==> src/rtl/uart_rx_ctrl.sv <==
// uart_rx_ctrl: oversampling UART receiver with parity/stop checking and valid/ready byte delivery
module uart_rx_ctrl #(
  parameter int DIV_W = 8
) (
  input  logic             clk,
  input  logic             rst,
  input  logic [DIV_W-1:0] n,
  input  logic             rxd,
  input  logic             parity_en,
  input  logic             parity_odd,
  input  logic             out_ready,
  input  logic             clr_err,
  output logic             out_valid,
  output logic [7:0]       out_data,
  output logic [10:0]      frame,
  output logic             parity_err,
  output logic             frame_err,
  output logic             overrun,
  output logic             busy
);
  typedef enum logic [2:0] {IDLE, START, DATA, PARITY, STOP, BRK_WAIT} state_t;
  state_t state, state_n;
  logic rxd_m, rxd_s;
  logic [DIV_W-1:0] cnt, cnt_inc, n_l, half;
  logic [2:0] bit_idx;
  logic [7:0] data;
  logic pe_l, po_l, par_bit, stop_bit, done, adv, tick, load;
  assign cnt_inc = cnt + 1'b1;
  assign half = n_l >> 1;
  assign tick = cnt == n_l - 1'b1;
  assign load = done & (~out_valid | out_ready);
  assign busy = state != IDLE;
  // two-flop synchroniser for the asynchronous serial line, idling high
  always_ff @(posedge clk or posedge rst)
    if (rst) {rxd_m, rxd_s} <= 2'b11;
    else {rxd_m, rxd_s} <= {rxd, rxd_m};
  // state register
  always_ff @(posedge clk or posedge rst)
    if (rst) state <= IDLE;
    else state <= state_n;
  // next state and sample strobe: adv marks the clock on which rxd_s is sampled
  always_comb begin
    state_n = state;
    adv = 1'b0;
    case (state)
      IDLE: state_n = rxd_s ? IDLE : START;
      START: begin
        adv = cnt_inc == half;
        if (adv) state_n = rxd_s ? IDLE : DATA;
      end
      DATA: begin
        adv = tick;
        if (adv && bit_idx == 3'd7) state_n = pe_l ? PARITY : STOP;
      end
      PARITY: begin
        adv = tick;
        if (adv) state_n = STOP;
      end
      STOP: begin
        adv = tick;
        if (adv) state_n = rxd_s ? IDLE : BRK_WAIT;
      end
      BRK_WAIT: state_n = rxd_s ? IDLE : BRK_WAIT;
      default: state_n = IDLE;
    endcase
  end
  // bit timing, per-frame configuration latch and frame assembly
  always_ff @(posedge clk or posedge rst)
    if (rst) begin
      cnt <= '0;
      bit_idx <= '0;
      n_l <= '0;
      pe_l <= 1'b0;
      po_l <= 1'b0;
      data <= '0;
      par_bit <= 1'b0;
      stop_bit <= 1'b0;
      done <= 1'b0;
    end else begin
      cnt <= (state == IDLE || state == BRK_WAIT || adv) ? '0 : cnt_inc;
      bit_idx <= state != DATA ? 3'd0 : bit_idx + 3'(adv);
      if (state == IDLE) begin
        n_l <= n < DIV_W'(2) ? DIV_W'(2) : n;
        pe_l <= parity_en;
        po_l <= parity_odd;
        par_bit <= 1'b0;
      end
      if (state == DATA && adv) data[bit_idx] <= rxd_s;
      if (state == PARITY && adv) par_bit <= rxd_s;
      if (state == STOP && adv) stop_bit <= rxd_s;
      done <= state == STOP && adv;
    end
  // downstream handshake: load when the holding register is free or draining, else flag overrun
  always_ff @(posedge clk or posedge rst)
    if (rst) begin
      out_valid <= 1'b0;
      out_data <= '0;
      frame <= '0;
      parity_err <= 1'b0;
      frame_err <= 1'b0;
      overrun <= 1'b0;
    end else begin
      out_valid <= load | (out_valid & ~out_ready);
      overrun <= (done & ~load) | (overrun & ~clr_err);
      if (load) begin
        out_data <= data;
        frame <= {stop_bit, par_bit, data, 1'b0};
        parity_err <= pe_l & (po_l ? ~^{data, par_bit} : ^{data, par_bit});
        frame_err <= ~stop_bit;
      end
    end
endmodule

==> config.mk <==
export PLATFORM = sky130hd
export DESIGN_NAME = uart_rx_ctrl
export DESIGN_NICKNAME = d
export VERILOG_FILES = /design/src/rtl/uart_rx_ctrl.sv
export SDC_FILE = /design/constraint.sdc
export NUM_CORES = 1
export LEC_CHECK = 0
export CAP_MARGIN = 20
export CORE_MARGIN = 10
export CORE_UTILIZATION = 40
export DETAILED_ROUTE_END_ITERATION = 8
export PLACE_DENSITY = 0.59
export SYNTH_ARGS = -nofsm -noshare
export SYNTH_HDL_FRONTEND = slang
export SYNTH_SLANG_ARGS = --single-unit
==> constraint.sdc <==
create_clock -name clk -period 2.5 [get_ports clk]
set_input_delay 0.5 -clock clk [delete_from_list [all_inputs] [get_ports clk]]
set_output_delay 0.5 -clock clk [all_outputs]
set_load 0.005 [all_outputs]
Word-level counts from Yosys, hierarchy flattened
Cells that the tools add are included.
Widths: inputs -> output; s select.

storage, ports and cells
  output and inout port bits = 24
  word-level logic and storage cells = 83
  bits in registers = 59
  input bits = 15

operators by class
  mux-type cells = 19
  equality and inequality tests = 13
  $lt $le $gt $ge = 3
  bitwise logic cells = 13
  add/sub/neg operators = 3
  reduce and logical (&&, ||, !) cells = 14

operator list
  operator             number
  $mux 3               7
  $pmux 3 s6           1
  $mux 8               2
  $eq 3x3->1 const B   3
  $reduce_xnor 9->1    1
  $reduce_xor 9->1     1
  $add 8x1->8 const B  1
  $bwmux 8             1
  $eq 8x7->1           1
  $eq 8x8->1           1
  $lt 8x2->1 const B   1
  $ne 2x2->1 const B   4
  $sub 8x1->8 const B  1
  $eq 3x2->1 const B   2
  $and 1x1->1          5
  $logic_and 1x1->1    5
  $mux 1               5
  $not 1->1            5
  $lt 3x4->1 const B   1
  $reduce_and 4->1     1
  $add 3x1->3          1
  $demux 1 s3          1
  $eq 3x1->1 const B   1
  $ge 3x1->1 const B   1
  9 further kinds      12

Longest topological paths before layout
  word-level depth = 6
  gate-level depth with buffers = 15
  mapped depth without buffers = 13

Worst setup path after synthesis
No wires, ideal clock.

  kind = register -> register
  from = register n_l[0]
  to = register bit_idx[1]
  stages on the path, launching flop included = 15
  clock period less this slack = 2,628 ps
  arrival time = 2,509 ps
  required time = 2,381 ps
  slack = -128 ps
  cell sequence = dfrtp_1 -> inv_1 -> ha_1 -> buf_6 -> xor2_1 -> nor2_1 -> a211oi_1 -> a2111oi_4 -> and2_4 -> buf_6 -> a22oi_1 -> o22ai_1 -> ha_1 -> ha_1 -> and2_1

on the way
  word-level cells in the longest chain between the ends = 5

RTL lines
  element                 line  RTL
  start, declared         24    logic [DIV_W-1:0] cnt, cnt_inc, n_l, half;
  start signal, assigned  83    n_l <= n < DIV_W'(2) ? DIV_W'(2) : n;
  $sub 8x1->8             30    assign tick = cnt == n_l - 1'b1;
  $eq 8x8->1              30
  $pmux 1 s2              45    case (state)
  $add 3x1->3             81    bit_idx <= state != DATA ? 3'd0 : bit_idx + 3'(adv);
  $mux 3                  81
  end signal, assigned    81
  end, declared           25    logic [2:0] bit_idx;

Every way passes these cells.
A chain may end at the register's enable or synchronous reset.

Worst setup path after layout
  from = register n_l[2]
  to = register bit_idx[1]

on the way
  word-level cells in the longest chain between the ends = 5

RTL lines
  element        line
  $sub 8x1->8    30
  $eq 8x8->1     30
  $pmux 1 s2 *   45
  $add 3x1->3 *  81
  $mux 3 *       81

Every way passes the cells marked *; elsewhere a longest branch is shown, timed or not.

==> summary.md <==
| Metric | Value |
|---|---|
| Reg clk slew, reported paths | `around 0.10 ns` |
| Final Net Count | `about 370` |
| Post-synthesis cell type with the largest combined area | `sky130_fd_sc_hd__dfrtp_1` |
| Mux contribution to synthesized area | `0.08180` |
| Placed cell areas | `between 3000 and 4000 µm²` |
| Final worst clock skew | `between 0.003 and 0.004 ns` |
| Final critical-path share of the clock period | `1.006` |
| Most used flip-flop cell after synthesis | `sky130_fd_sc_hd__dfrtp_1` |
| Combinational fraction of design power | `0.470` |
| Max capacitance violation total | `0` |
| Global placer's final weighted congestion | `about 0.8` |
| Longest Clk Path Bufs | `2` |
| Count of final hold-check violations | `0` |
| Clock network fraction of total power | `0.179` |
| Smallest setup slack after layout | `-0.01515 ns` |
| Via-per-instance ratio | `4.975` |
| Detail Placement HPWL | `between 4 and 5 mm` |
| Power per Cell Area | `between 800 and 900 nW/µm²` |
| Combinational family with the most area after synthesis | `simple AND/OR/NAND/NOR gates` |
| Category of the worst setup path launch point | `flop` |
| Worst Hold Depth | `0` |
| Share of the synthesized area in compound gates (AO/OA/AOI/OAI) | `0.1036` |
| Largest cells by area after synthesis | `sky130_fd_sc_hd__dfrtp_1 41%, sky130_fd_sc_hd__xnor2_1 5.6%, sky130_fd_sc_hd__mux2_2 5.3%` |
| Synthesis-stage register bit count | `slightly above 50` |
| Gate count after technology mapping | `295` |
| Final critical path time including I/O delays and setup | `between 2 and 3 ns` |
| Count of H-tree levels built during CTS | `2` |
| Worst Setup End Kind | `flop` |
| Maximum number of pins on one net before global-route repair | `34` |
| Syn_nets | `between 300 and 400` |
| Critical hold path startpoint | `rxd_m$_DFF_PP1_` |
| CP arrival | `approximately 2.7 ns` |
| Adder and majority cell fraction of the synthesized area | `0.01678` |
| Number of antenna violations at the first check in global routing | `0` |
| Run status | `complete, but fails checks` |
| Max FO, Critical Path | `5` |
| Syn_area_per_cell | `between 10 and 15 µm²` |
| Die boundary height | `roughly 110 µm` |
| Sinks on Clock Net | `51` |
| Worst Path Class, Setup | `flop to flop` |
| Via count | `2,224` |
| Top-Level Pins | `39` |
| Fraction of final layout cells with drive strength greater than 1 | `0.2500` |
| Cell-internal power | `just over 2 mW` |
| Launch point of the worst reg-to-reg path | `n_l[2]$_DFFE_PP0P_` |
| Clock network latency to the later pin of the worst-skew pair | `about 0.30 ns` |
| Global router's overall resource usage | `0.1103` |
| Inserted Clock Buffers | `5` |
| Register cell area after layout | `approximately 1300 µm²` |
| Synth cell types | `58` |
| Row count | `31` |
| Total standard cell area after synthesis | `between 2000 and 3000 µm²` |
| Sequential element share of the synthesized area | `0.4287` |
| Initial core utilization | `0.4112` |
| Type of the worst min-delay path | `flop to flop` |
| Reg2Reg Capture Point | `bit_idx[1]$_DFF_PP0_` |
| Peak supply drop | `~470 µV` |
| Multi-input logic area | `about 1600 µm²` |
| Number of setup violations in the final report | `2` |
| Required time of the critical path | `~2.7 ns` |
| Count of pins over their slew limit | `0` |
| Number of antenna diodes | `0` |
| CTS tree | `done` |
| Root Buffer Master | `sky130_fd_sc_hd__clkbuf_8` |
| IO buf count | `37` |
| Internal reg-to-reg setup slack | `-0.02 ns` |
| Basic-gate share of the synthesized area counting and, or, nand and nor cells | `0.1976` |
| Area of the core region | `approximately 7300 µm²` |
| DRC Markers | `0` |
| Reg2reg path depth | `12` |
| DRC marker count from the first detailed-route iteration | `roughly 120` |
| Overflow left after global routing | `0` |
| Post-detailed-route count of antenna-violating nets | `0` |
| Area added between synthesis and finish | `26.59%` |
| Horiz. Die Dim | `106.4 µm` |
| Wire per inst | `13.98 µm` |
| Final WL | `between 6 and 7 mm` |
| Static Leak | `~1.6 nW` |
| Number of search-and-repair iterations in the first detailed-routing pass | `4` |
| Post-synth EDFFs | `0` |
| Reg power frac | `0.351` |
| Fmax | `~400 MHz` |
| Net switching fraction of the power | `0.3827` |
| Hold Slack | `~0.36 ns` |
| Crit. Startpoint | `n_l[2]$_DFFE_PP0P_` |
| DIE AREA | `between 10,000 and 15,000 µm²` |
| Violations in the final reports | `negative setup slack` |
| Top-area cell type share of the netlist area | `0.4111` |
| Worst rel slew slack | `0.6576` |
| Overall power consumption | `approximately 3.3 mW` |
| Finished Cell Area | `roughly 3800 µm²` |
| Actual slew at the worst max-slew pin | `between 0.5 and 0.6 ns` |
| Sw Pwr | `between 1 and 1.5 mW` |
| Post-synth ARST share | `1.000` |
| Setup repair after global routing missed its margin | `yes` |
| Fillcell total | `between 600 and 700` |
| Number of warnings issued by yosys | `0` |
| XOR/XNOR share of the synthesized area | `0.08809` |
| Cts hold-fix bufs | `0` |
| Number of global-route vias before repair | `2,266` |
| Worst-case hold path end point | `rxd_s$_DFF_PP1_` |
| Global-route wire length before repair | `10.67 mm` |
[power by group through the flow]
| stage | registers [mW] | clock network [mW] | logic, mW |
|---|---|---|---|
| CTS | 1.15 | 0.625 | 1.45 |
| detailed placement | 1.18 | 0 | 1.35 |
| finish | 1.17 | 0.594 | 1.56 |
| floorplan | 1.05 | 0 | 1.14 |
| global route | 1.19 | 0.648 | 1.75 |
| global placement | 1.18 | 0 | 1.34 |
[critical path, cell delays in order, from the launching register on]
cell                        delay [ns]
sky130_fd_sc_hd__dfrtp_2          0.44
sky130_fd_sc_hd__buf_4            0.16
sky130_fd_sc_hd__buf_4            0.14
sky130_fd_sc_hd__xor2_1           0.15
sky130_fd_sc_hd__nor2_1           0.12
sky130_fd_sc_hd__a211oi_2         0.07
sky130_fd_sc_hd__a2111oi_4        0.36
sky130_fd_sc_hd__buf_4            0.18
sky130_fd_sc_hd__nand2_2          0.10
sky130_fd_sc_hd__o22ai_2          0.23
sky130_fd_sc_hd__ha_4             0.17
sky130_fd_sc_hd__ha_4             0.19
sky130_fd_sc_hd__and2_4           0.12
[layout by cell type, fill, tap and decap left out, types with 3 or more instances in the layout]
cell type,netlist,routed
sky130_fd_sc_hd__nand3_1,7,7
sky130_fd_sc_hd__buf_6,6,3
sky130_fd_sc_hd__mux2_2,14,14
sky130_fd_sc_hd__a21oi_1,7,7
sky130_fd_sc_hd__nand2_1,39,39
sky130_fd_sc_hd__inv_1,11,9
sky130_fd_sc_hd__nor3_1,9,7
sky130_fd_sc_hd__a22oi_1,3,3
sky130_fd_sc_hd__nand4_1,6,6
sky130_fd_sc_hd__mux2i_1,3,3
sky130_fd_sc_hd__clkbuf_8,2,5
sky130_fd_sc_hd__nor4_4,3,3
sky130_fd_sc_hd__mux2_1,5,5
sky130_fd_sc_hd__nand4b_1,3,3
sky130_fd_sc_hd__buf_4,9,30
sky130_fd_sc_hd__xnor2_1,19,17
sky130_fd_sc_hd__nor2b_1,7,7
sky130_fd_sc_hd__o21ai_0,6,6
sky130_fd_sc_hd__clkdlybuf4s50_1,0,37
sky130_fd_sc_hd__nor2_1,19,18
sky130_fd_sc_hd__a211oi_1,4,3
sky130_fd_sc_hd__ha_4,0,4
sky130_fd_sc_hd__dfrtp_1,49,47
sky130_fd_sc_hd__xor2_1,11,10
[per-layer routing]
layer,track usage,wire length (µm),part of all wire
met4,0.03578,81,0.013
met2,0.1731,2808,0.45
met3,0.02597,284,0.045
met5,0,0,0
met1,0.1462,3076,0.49
[synth_stat cells, types with 6 or more instances]
master                      n
sky130_fd_sc_hd__dfrtp_1   49
sky130_fd_sc_hd__nand2_1   39
sky130_fd_sc_hd__nor2_1    19
sky130_fd_sc_hd__xnor2_1   19
sky130_fd_sc_hd__mux2_2    14
sky130_fd_sc_hd__inv_1     11
sky130_fd_sc_hd__xor2_1    11
sky130_fd_sc_hd__buf_4      9
sky130_fd_sc_hd__nor3_1     9
sky130_fd_sc_hd__a21oi_1    7
sky130_fd_sc_hd__clkbuf_1   7
sky130_fd_sc_hd__nand3_1    7
sky130_fd_sc_hd__nor2b_1    7
sky130_fd_sc_hd__buf_6      6
sky130_fd_sc_hd__nand4_1    6
sky130_fd_sc_hd__o21ai_0    6
[cells by family after synthesis]
group / count (synthesis)
adders and majority gates: 4
DFF: 51
other: 1
buffers and inverters: 37
AOI/OAI and AO/OA: 40
and+or+nand+nor: 110
xor gates and xnor gates: 30
muxes: 22
[layout make-up]
type                            instances  share of cell area
Timing Repair Buffer                   71              0.1720
Inverter                               11             0.01093
Sequential cell                        51              0.3393
Multi-Input combinational cell        207              0.4142
Clock buffer                            5             0.01822
Clock inverter                          3             0.01259
Tap cell                               99             0.03280
[worst max path at each step]
stage | endpoint | cells past startpoint
2_1_floorplan | bit_idx[1]$_DFF_PP0_ | 12
3_3_place_gp | bit_idx[1]$_DFF_PP0_ | 11
3_5_place_dp | bit_idx[1]$_DFF_PP0_ | 11
4_1_cts | bit_idx[2]$_DFF_PP0_ | 13
5_1_grt | bit_idx[2]$_DFF_PP0_ | 13
6_report | bit_idx[1]$_DFF_PP0_ | 12
[repair_timing]
action	in CTS	in global routing
endpoints found under the setup margin	2	18
setup buffers	4	3
pin swaps	4	8
gates resized for setup	8	17
[metrics by stage]
stage,util,cells,TNS (ns),worst slack [ns]
after floorplan,-,295,-0.08712,-0.06191
after global routing,0.5206,447,-1.574,-0.2358
after global placement,0.4816,432,-0.07252,-0.04947
after CTS,0.5066,444,0,0.001841
after detailed placement,0.4816,432,-0.1375,-0.07655
final,0.5206,447,-0.01747,-0.01515
[sequential cells by signal (all words and copies together) (netlist names), 3 cells and up]
| name | flops |
|---|---|
| bit_idx | 3 |
| cnt | 8 |
| data | 8 |
| frame | 3 |
| n_l | 8 |
| out_data | 7 |
| state | 3 |
Power figures use the tool's default switching activity.
